## src/rtl/alu_op_sequencer.sv

```systemverilog
// Sequences 8/16-bit commands onto an 8-bit combinational ALU, one byte per cycle, and merges the per-byte results.
// Optional build macro ALU_SEQ_OPCNT_EN adds the op_count response-handshake counter port.
`timescale 1ns/1ps

// state | meaning
// IDLE  | waiting for a command, cmd_ready high
// LO    | low-byte operands on the ALU
// HI    | high-byte operands on the ALU (wide commands only)
// RESP  | response held until rsp_ready
module alu_op_sequencer (
    input  logic        clk,
    input  logic        rst_n,
    input  logic        cmd_valid,
    output logic        cmd_ready,
    input  logic [3:0]  cmd_op,
    input  logic        cmd_wide,
    input  logic [15:0] cmd_a,
    input  logic [15:0] cmd_b,
    input  logic        cmd_cin,
    output logic [7:0]  alu_x,
    output logic [7:0]  alu_y,
    output logic [3:0]  alu_opcode,
    output logic        alu_cin,
    input  logic [7:0]  alu_z,
    input  logic        alu_cout,
    input  logic        alu_xby,
    input  logic        alu_ybx,
    input  logic        alu_xey,
`ifdef ALU_SEQ_OPCNT_EN
    output logic [15:0] op_count,
`endif
    output logic        rsp_valid,
    input  logic        rsp_ready,
    output logic [15:0] rsp_data,
    output logic        rsp_cout,
    output logic        rsp_agb,
    output logic        rsp_bga,
    output logic        rsp_aeb
);

    typedef enum logic [1:0] {IDLE, LO, HI, RESP} state_t;

    state_t      state_q, state_d;
    logic [3:0]  op_q;
    logic        wide_q;
    logic [7:0]  a_hi_q;
    logic        a7_q;
    logic [7:0]  b_hi_q;
    logic [7:0]  z_lo_q;
    logic        agb_lo_q, bga_lo_q, aeb_lo_q;

    logic        accept, done, rsp_fire;
    logic [7:0]  lo_z, byte_hi;
    logic        lo_agb, lo_bga, lo_aeb, use_hi;
    logic        m_agb, m_bga, m_aeb, m_flag;
    logic [15:0] m_data;
    logic        m_cout;

    assign cmd_ready = (state_q == IDLE);
    assign accept    = cmd_valid & cmd_ready;
    assign done      = ((state_q == LO) & ~wide_q) | (state_q == HI);
    assign rsp_fire  = rsp_valid & rsp_ready;

    always_ff @(posedge clk or negedge rst_n) begin
        if (!rst_n) state_q <= IDLE;
        else        state_q <= state_d;
    end

    always_comb begin
        state_d = state_q;
        case (state_q)
            IDLE:    if (cmd_valid) state_d = LO;
            LO:      state_d = wide_q ? HI : RESP;
            HI:      state_d = RESP;
            RESP:    if (rsp_ready) state_d = IDLE;
            default: state_d = IDLE;
        endcase
    end

    // Low-byte values come live from the ALU in LO, from the capture registers in HI.
    always_comb begin
        lo_z    = (state_q == HI) ? z_lo_q   : alu_z;
        lo_agb  = (state_q == HI) ? agb_lo_q : alu_xby;
        lo_bga  = (state_q == HI) ? bga_lo_q : alu_ybx;
        lo_aeb  = (state_q == HI) ? aeb_lo_q : alu_xey;
        use_hi  = wide_q & ~alu_xey;
        m_agb   = use_hi ? alu_xby : lo_agb;
        m_bga   = use_hi ? alu_ybx : lo_bga;
        m_aeb   = use_hi ? alu_xey : lo_aeb;
        byte_hi = wide_q ? alu_z : 8'h00;
        m_flag  = 1'b0;
        m_data  = 16'h0000;
        m_cout  = 1'b0;
        case (op_q)
            4'd0: begin
                m_data = {byte_hi, lo_z};
                // alu_cout is the last byte's carry in whichever state finishes the command
                m_cout = alu_cout;
            end
            4'd1, 4'd2, 4'd3: m_data = {byte_hi, lo_z};
            4'd4: m_data = wide_q ? {alu_z[7:1], a7_q, lo_z} : {8'h00, lo_z};
            4'd5: m_data = wide_q ? {alu_z, a_hi_q[0], lo_z[6:0]} : {8'h00, lo_z};
            4'd6, 4'd7, 4'd8: begin
                m_flag = (op_q == 4'd6) ? m_agb : (op_q == 4'd7) ? m_bga : m_aeb;
                m_data = {(wide_q ? {8{m_flag}} : 8'h00), {8{m_flag}}};
            end
            default: m_data = 16'h0000;
        endcase
    end

    always_ff @(posedge clk or negedge rst_n) begin
        if (!rst_n) begin
            op_q       <= 4'd0;
            wide_q     <= 1'b0;
            a_hi_q     <= 8'h00;
            a7_q       <= 1'b0;
            b_hi_q     <= 8'h00;
            z_lo_q     <= 8'h00;
            agb_lo_q   <= 1'b0;
            bga_lo_q   <= 1'b0;
            aeb_lo_q   <= 1'b0;
            alu_x      <= 8'h00;
            alu_y      <= 8'h00;
            alu_opcode <= 4'd0;
            alu_cin    <= 1'b0;
            rsp_valid  <= 1'b0;
            rsp_data   <= 16'h0000;
            rsp_cout   <= 1'b0;
            rsp_agb    <= 1'b0;
            rsp_bga    <= 1'b0;
            rsp_aeb    <= 1'b0;
        end else begin
            if (accept) begin
                op_q       <= cmd_op;
                wide_q     <= cmd_wide;
                a_hi_q     <= cmd_a[15:8];
                a7_q       <= cmd_a[7];
                b_hi_q     <= cmd_b[15:8];
                alu_x      <= cmd_a[7:0];
                alu_y      <= cmd_b[7:0];
                alu_opcode <= cmd_op;
                alu_cin    <= cmd_cin;
            end
            if (state_q == LO) begin
                z_lo_q   <= alu_z;
                agb_lo_q <= alu_xby;
                bga_lo_q <= alu_ybx;
                aeb_lo_q <= alu_xey;
                if (wide_q) begin
                    alu_x   <= a_hi_q;
                    alu_y   <= b_hi_q;
                    alu_cin <= alu_cout;
                end
            end
            if (done) begin
                rsp_valid <= 1'b1;
                rsp_data  <= m_data;
                rsp_cout  <= m_cout;
                rsp_agb   <= m_agb;
                rsp_bga   <= m_bga;
                rsp_aeb   <= m_aeb;
            end else if (rsp_fire) begin
                rsp_valid <= 1'b0;
            end
        end
    end

`ifdef ALU_SEQ_OPCNT_EN
    always_ff @(posedge clk or negedge rst_n) begin
        if (!rst_n)        op_count <= 16'h0000;
        else if (rsp_fire) op_count <= op_count + 16'd1;
    end
`endif

endmodule
```

## config.mk

```make
export PLATFORM = sky130hd
export DESIGN_NAME = alu_op_sequencer
export DESIGN_NICKNAME = d
export VERILOG_FILES = /design/src/rtl/alu_op_sequencer.sv
export SDC_FILE = /design/constraint.sdc
export NUM_CORES = 1
export LEC_CHECK = 0
export CAP_MARGIN = 25
export CELL_PAD_IN_SITES_DETAIL_PLACEMENT = 1
export CELL_PAD_IN_SITES_GLOBAL_PLACEMENT = 1
export CORE_ASPECT_RATIO = 1.2
export CORE_MARGIN = 3
export CORE_UTILIZATION = 37
export CTS_BUF_LIST = sky130_fd_sc_hd__clkbuf_16
export CTS_CLUSTER_SIZE = 8
export DETAILED_ROUTE_END_ITERATION = 8
export PLACE_DENSITY = 0.85
export SLEW_MARGIN = 10
export SYNTH_ARGS = -nofsm -noshare
export SYNTH_HDL_FRONTEND = slang
export SYNTH_SLANG_ARGS = --single-unit
```

## constraint.sdc

```tcl
create_clock -name clk -period 2.1 [get_ports clk]
set_input_delay 0.42 -clock clk [delete_from_list [all_inputs] [get_ports clk]]
set_output_delay 0.42 -clock clk [all_outputs]
set_load 0.01 [all_outputs]
```

# Yosys cells after proc, flatten, opt, wreduce, memory -nomap -nowiden
# Cells that the tools add are included.
# word_totals
out_inout_bits	43
reg_bits	73
wordCells	75
input_bits	54
# op_classes
n_mux	30
n_eq_ne	13
n_reduce_logical	6
bitwise	7
# op_table
cell	count
8-bit 2-to-1 mux	9
16-bit case mux with 4 select lines	1
16-bit 2-to-1 mux	2
4-bit by 3-bit equality test with 1-bit output (second input constant)	4
1-bit 2-to-1 mux	15
4-bit by 2-bit equality test with 1-bit output (second input constant)	2
2-bit case mux with 4 select lines	1
1-bit bitwise AND	4
2-bit equality test (second input constant)	2
4-bit by 1-bit equality test with 1-bit output (second input constant)	1
4-bit equality test (second input constant)	1
4-bit zero test	1
2-bit 2-to-1 mux	2
2-bit inequality test (second input constant)	2
4-bit OR reduction	1
3-bit OR reduction	1
2-bit by 1-bit equality test with 1-bit output (second input constant)	1
2-bit zero test	1
1-bit NOT	2
2-bit AND reduction	1
2-bit nonzero test	1
1-bit OR	1

# Logic depth before layout (Yosys ltp)
# depth
depth_word	7
ltp_mapped	7
depth_no_buf	6

# Least setup slack after synthesis
# No wires, ideal clock.
# synth_timing
path_type	reg2reg
start	register state_q[0]
end	register alu_x[4]
path_buffers	2
period_less_slack_ns	1.681
stages_incl_launch_ff	8
required_ns	1.964
arrival_ns	1.545
path_slack_ns	0.419
setup_time_ns	0.136
cell_sequence	dfrtp_1 -> inv_1 -> ha_1 -> nand2_1 -> buf_2 -> buf_2 -> mux2i_1 -> o21ai_0
# synth_via
elab_chain_len	5
# synth_rtl
item	line	source
start, declared	43	state_t state_q, state_d;
start signal, assigned	66	else state_q <= state_d;
2-bit zero test (*)	59	assign cmd_ready = (state_q == IDLE);
via cmd_ready	14	output logic cmd_ready,
1-bit bitwise AND (*)	60	assign accept = cmd_valid & cmd_ready;
8-bit 2-to-1 mux (*)	133	if (accept) begin
8-bit 2-to-1 mux	149	if (wide_q) begin
8-bit 2-to-1 mux (*)	144	if (state_q == LO) begin
end signal, assigned	139	alu_x <= cmd_a[7:0];
end signal, assigned	150	alu_x <= a_hi_q;
end, declared	20	output logic [7:0] alu_x,
# The timed path passes the listed nets; every way through them passes the cells marked *.
# A chain may end at the register's enable or synchronous reset.

==> results.ini <==
[sta]
skew_ps = 4.99
slew_headroom_pct = 62.8
fin_crit_sh_pct = 97.0
setup_ws_ps = 63.6
tightestPinTransition_ps = 556
hold_violations = 0
fmax_ghz = 0.491
slew_violations = 0
rsz0062_at_grt = no
layout_min_cycle_time_ps = 2040
finalSetupTns_ps = 0
final-setup-viol-count = 0

[route]
final_antenna_net_count = 0
drc = 0
wl_mm = 10.0
dr.pass1.iters = 4
first_iter_violations = 80
vias = 2843
vias_per_cell = 5.47
wire_per_inst_um = 19.3

[logic_synthesis]
ys.flop_type = dfrtp_1
synth-compound-area-share_pct = 13.8
synth_xor_xnor_area_share_pct = 0
ys_types = 40
synth_area_per_cell_um2 = 11.4
synth_commonest_cells = dfrtp_1 (73), nand2_1 (35), mux2_2 (34)
synth.area.top_cells = dfrtp_1 (53%), mux2_2 (11%), mux2i_1 (8.4%)
synth_edf_count = 0
synth_most_common_cell = dfrtp_1
yosysTopAreaCellShare_pct = 53.1
yosys_warnings = 0
ys_ff_latch = 73
netlist_area_um2 = 3440
synth_top_area_cell = dfrtp_1
synth.mux.area_fraction_pct = 19.6
synth_top_family_by_area = multiplexers
synth_cells = 301
seq_area_frac_synth_pct = 53.1
synthAdderAreaFrac_pct = 1.82
async_flop_share_pct = 100
synth_fp_nets = 360
synth_simple_gate_area_share_pct = 8.19

[power_and_ir_drop]
leakage_nw = 2.19
combPwrFrac_pct = 43.0
power_frac_clock_pct = 23.3
p_int_mw = 5.16
sequentialPowerShare_pct = 33.7
p_sw_share_pct = 35.1
p_per_area_nw_per_um2 = 1620
p_switching_mw = 2.79
max-vdd-ir-drop_mv = 0.753

[clocking]
cts_buffers = 9
cts_tree = done
clock_path_buffers = 2
path_clk_slew_ps = 60
cts.sinks = 73
ctsHtreeMaxLevel = 3
insertion_delay_ps = 330
clockRootBuffer = clkbuf_16

[critical_path]
cp_max_fo = 13
cp-start-kind = register
critical_path_required_ps = 1680
cp_num_buf_inv = 1
path_cells = clkdlybuf4s50_1
critPathKind = reg -> out
slowest_delay_ps = 650
worst_path_max_delay_cell = clkdlybuf4s50_1
crit_family = buffers and inverters
cp-end-kind = output port
cp.arrival_ps = 1620

[finish]
areaGrowthSynthToFinish_pct = 43.2
antenna_cells = 0
drive_gt1_share_pct = 17.4
finalNonFillerCells = 520
final_nets = 457

[placement]
dpl_worst_slack_ps = 92.8
routabilityCongestion = 0.841
io_buffers = 96
placed_cells = 504
dp.final_hpwl_mm = 7.11

[floorplan]
initial_core_util_pct = 39.1
ioPinCount = 97
rows = 37
dieHeight_um = 112
die_w_um = 94
die-area_um2 = 10500
coreArea_um2 = 8800

[grt]
antenna_found_initial = 0
grt_pass1_wl_mm = 16.4
track_usage_pct = 20.0
gr-total-overflow = 0
grt_max_degree = 42
grt_pass1_vias = 3149

[status]
status = complete, no violations

[hold_path]
hp-class = in -> async

[flow_run]
cap_violations = 0

==> final timing paths <==
kind / start / to / cells after the start / slack, ps
max: op_q[3]$_DFFE_PN0P_ / alu_opcode[3] / 1 / 60
min: rst_n / rsp_agb$_DFFE_PN0P_ / 1 / 80
max reg2reg: state_q[1]$_DFFE_PN0P_ / rsp_data[13]$_DFFE_PN0P_ / 7 / 150
min reg2reg: b_hi_q[5]$_DFFE_PN0P_ / alu_y[5]$_DFF_PN0_ / 2 / 480
max in group asynchronous: rst_n / rsp_cout$_DFFE_PN0P_ / 2 / 1450
min in group clk: b_hi_q[5]$_DFFE_PN0P_ / alu_y[5]$_DFF_PN0_ / 2 / 480
==> logic make-up after synthesis <==
group           Yosys count
flops                    73
buf+inv                  26
compound gates           73
simple gates             61
fa+ha+maj                 5
mux                      63
==> metrics by stage <==
step / total power, mW / hold slack (ps) / instance area, µm² / utilization [%]
finish: 7.95 / 78.6 / 4920 / 56.0
floorplan: 4.55 / 124 / 3440 / -
CTS: 8.02 / 97.2 / 4920 / 55.9
detailed placement: 6.06 / 442 / 4550 / 51.8
global route: 8.45 / 113 / 4920 / 56.0
global placement: 5.85 / 447 / 4550 / 51.8
==> power by group through the flow <==
stage	registers [mW]	clock network [mW]	logic [mW]
3_5_place_dp	2.67	0	3.39
6_report	2.68	1.85	3.42
2_1_floorplan	2.61	0	1.94
4_1_cts	2.68	1.88	3.46
3_3_place_gp	2.62	0	3.23
5_1_grt	2.77	1.94	3.74
==> cell usage in the layout (no fill, tap or decap), drive strengths merged, types with 2 or more instances in the layout <==
cell / count
buf: 9
clkinv: 2
dfrtp: 73
nor2: 12
ha: 5
a31oi: 8
a221oi: 8
nand2: 36
nand2b: 2
mux2i: 29
a21o: 2
clkdlybuf4s50: 94
o22ai: 2
bufinv: 4
a21oi: 13
o21ai: 32
clkbuf: 9
mux2: 34
nor2b: 3
inv: 9
==> per-layer routing <==
metal | GRT usage, % | vias up | part of all wire [%]
li1 | - | 1271 | -
met1 | 22.7 | 1445 | 39
met2 | 34.7 | 111 | 51
met3 | 6.42 | 16 | 7.2
met4 | 7.23 | 0 | 2.3
met5 | 0 | - | 0
==> worst register-to-register path, delay by kind of cell, from the launching register on <==
| family | cells | cell delay, ps |
|---|---|---|
| compound gates | 1 | 380 |
| fa+ha+maj | 1 | 180 |
| buf+inv | 2 | 340 |
| flops | 1 | 420 |
| simple gates | 3 | 500 |
==> sequential cells by signal (all words and copies together), names as in the netlist, 2 cells and up <==
| register | count |
|---|---|
| a_hi_q | 8 |
| alu_x | 8 |
| alu_y | 8 |
| b_hi_q | 8 |
| op_q | 4 |
| rsp_data | 16 |
| state_q | 2 |
| z_lo_q | 8 |
==> final cells by class <==
cell class / count / area [µm²]
fillers: 922 / 3870
flip-flops and latches: 73 / 1830
clock buffers: 9 / 225
inverters: 8 / 30.0
multi-input cells: 202 / 1500
well taps: 117 / 146
clock inverters: 7 / 134
repair buffers: 104 / 1060
==> what timing repair did <==
item	CTS	global route
hold buffers	0	0
setup buffers	0	0
resized for setup	1	3
setup endpoints to repair	1	2
(Power assumes the default switching activity.)
==> RTL change: new RTL, same settings <==
Build with the macro `ALU_SEQ_OPCNT_EN` defined.
--- a/src/rtl/alu_op_sequencer.sv
+++ b/src/rtl/alu_op_sequencer.sv
@@ -8,4 +8,6 @@
 // HI    | high-byte operands on the ALU (wide commands only)
 // RESP  | response held until rsp_ready
+`define ALU_SEQ_OPCNT_EN
+
 module alu_op_sequencer (
     input  logic        clk,
Behaviour (old outputs only; new: op_count): unchanged (equiv_simple and equiv_induct, registers matched by name and starting in step).
==> RTL change against the original RTL <==
  * Synthesized area grew 15%
  * Clock skew up 0.0059 ns
  * Die area up 14%
  * Global-route usage fell by 1.3 points
  * Sequential cell count increased by 16
  * Worst setup slack lost 0.029 ns
  * Final area is 14% higher
  * Power rose by 3.4%
  * Maximum frequency decreased by 1.4%
  * Highest routed layer unchanged
  * Wire length is 10% higher
==> RTL change: results (changes against the original RTL) <==
[final_layout]
final_nets=503  ; +10%
drive_gt1_share_pct=19.6  ; +2.3 points

[grt]
grt_pass1_vias=3353  ; +6.5%
grt_max_degree=44  ; +4.8%
grt_usage_pct=18.7  ; -1.3 points
grt_pass1_wl_um=17500  ; +6.9%

[power]
power.leakage_nw=2.50  ; +14%
vdd_drop_max_mv=0.573  ; -24%
netSwitchingFraction_pct=34.7  ; -0.40 points

[route]
avgViaCountPerCell=5.40  ; -1.2%
first_iter_violations=95  ; +19%
drt-wirelength-per-cell_um=19.2  ; -0.36%

[critical_path]
cp_data_arrival_time_ns=2.33  ; +0.71 ns
cp_max_fo=8  ; -5

[placed_design]
dp.final_hpwl_um=7670  ; +7.9%
place_area_sq_mm=0.00530  ; +16%
port_buffers=112  ; +17%
gp_congestion=0.847  ; +0.73%

[logic_synthesis]
synth_nets=379  ; +5.3%
ys_seq_area_share_pct=56.3  ; +3.2 points
yosys-top-cells-area=dfrtp_1 56%, mux2_2 11%, mux2i_1 5.6%
ys_types=37  ; -7.5%

[clock_tree]
cts_root_buf=clkbuf_16

[run_status]
status=completed

[timing]
clock_skew_ns=0.0108  ; +0.00586 ns

RTL change: changes by cell type after synthesis, moves of 7 or more:
cell	delta
mux2i_1	-7
dfrtp_1	+16
o21ai_0	-9
xnor2_1	+10
buf_2	-7
a31oi_1	-8
a221o_1	+7
a221o_2	+8
a21oi_1	-8
RTL change: cells by family after synthesis:
| family | share of synthesized area [%] |
|---|---|
| AO/OA/AOI/OAI | 10.3 |
| XOR/XNOR | 3.32 |
| adder cells (fa/ha/maj) | 1.90 |
| buffers and inverters | 2.50 |
| flip-flops | 56.3 |
| multiplexers | 17.0 |
| AND/OR/NAND/NOR | 8.67 |
RTL change: power by group through the flow:
stage / Combinational [W] / Sequential (W) / Clock [W]
3_3_place_gp: 0.00340 / 0.00298 / 0
4_1_cts: 0.00362 / 0.00304 / 0.00159
5_1_grt: 0.00393 / 0.00315 / 0.00168
3_5_place_dp: 0.00356 / 0.00305 / 0
2_1_floorplan: 0.00179 / 0.00311 / 0
6_report: 0.00364 / 0.00305 / 0.00154
RTL change: final timing paths:
path                               from      endpoint  slack [ns]  depth (start not counted)
setup / recovery                alu_xey   rsp_data[8]        0.04                          6
hold / removal                    rst_n       rsp_agb        0.08                          1
setup reg to reg                op_q[0]   rsp_data[8]        0.04                          4
hold reg to reg            op_count[15]  op_count[15]        0.47                          1
max in group asynchronous         rst_n       alu_cin        1.41                          2
min in group clk           op_count[15]  op_count[15]        0.47                          1
RTL change: what timing repair did:
action / in CTS / in global routing
hold buffers: 0 / 0
setup buffers: 0 / 2
gates resized for setup: 1 / 3
pin swaps: 0 / 2
endpoints found under the setup margin: 1 / 15
RTL change: area by class of cell:
cell class / instances / area (sq um)
tap: 126 / 158
clock buffer: 9 / 225
sequential: 89 / 2230
inverter: 9 / 33.8
clock inverter: 7 / 56.3
fill: 1062 / 4610
multi-input combinational: 206 / 1640
timing repair buffer: 128 / 1260
RTL change: layer usage:
metal | vias to the layer above | track usage (%) | wire [um]
met4 | 0 | 6.82 | 223
met2 | 120 | 32.3 | 5840
li1 | 1390 | - | -
met3 | 18 | 4.92 | 703
met1 | 1574 | 22.0 | 4250
met5 | - | 0 | 0
RTL change: per-stage QoR:
stage	instances	power [W]	worst slack (ns)
after detailed placement	556	0.00661	-0.202
after global routing	574	0.00876	0.0164
after global placement	556	0.00639	-0.120
after CTS	572	0.00826	0.0173
after floorplan	319	0.00491	0.235
final	574	0.00822	0.0351
RTL change: critical path: stages:
cell             delay [ns]
clkdlybuf4s50_1        0.53
nand2b_1               0.19
a221oi_1               0.14
or4b_4                 0.59
a21oi_4                0.27
a221o_2                0.18
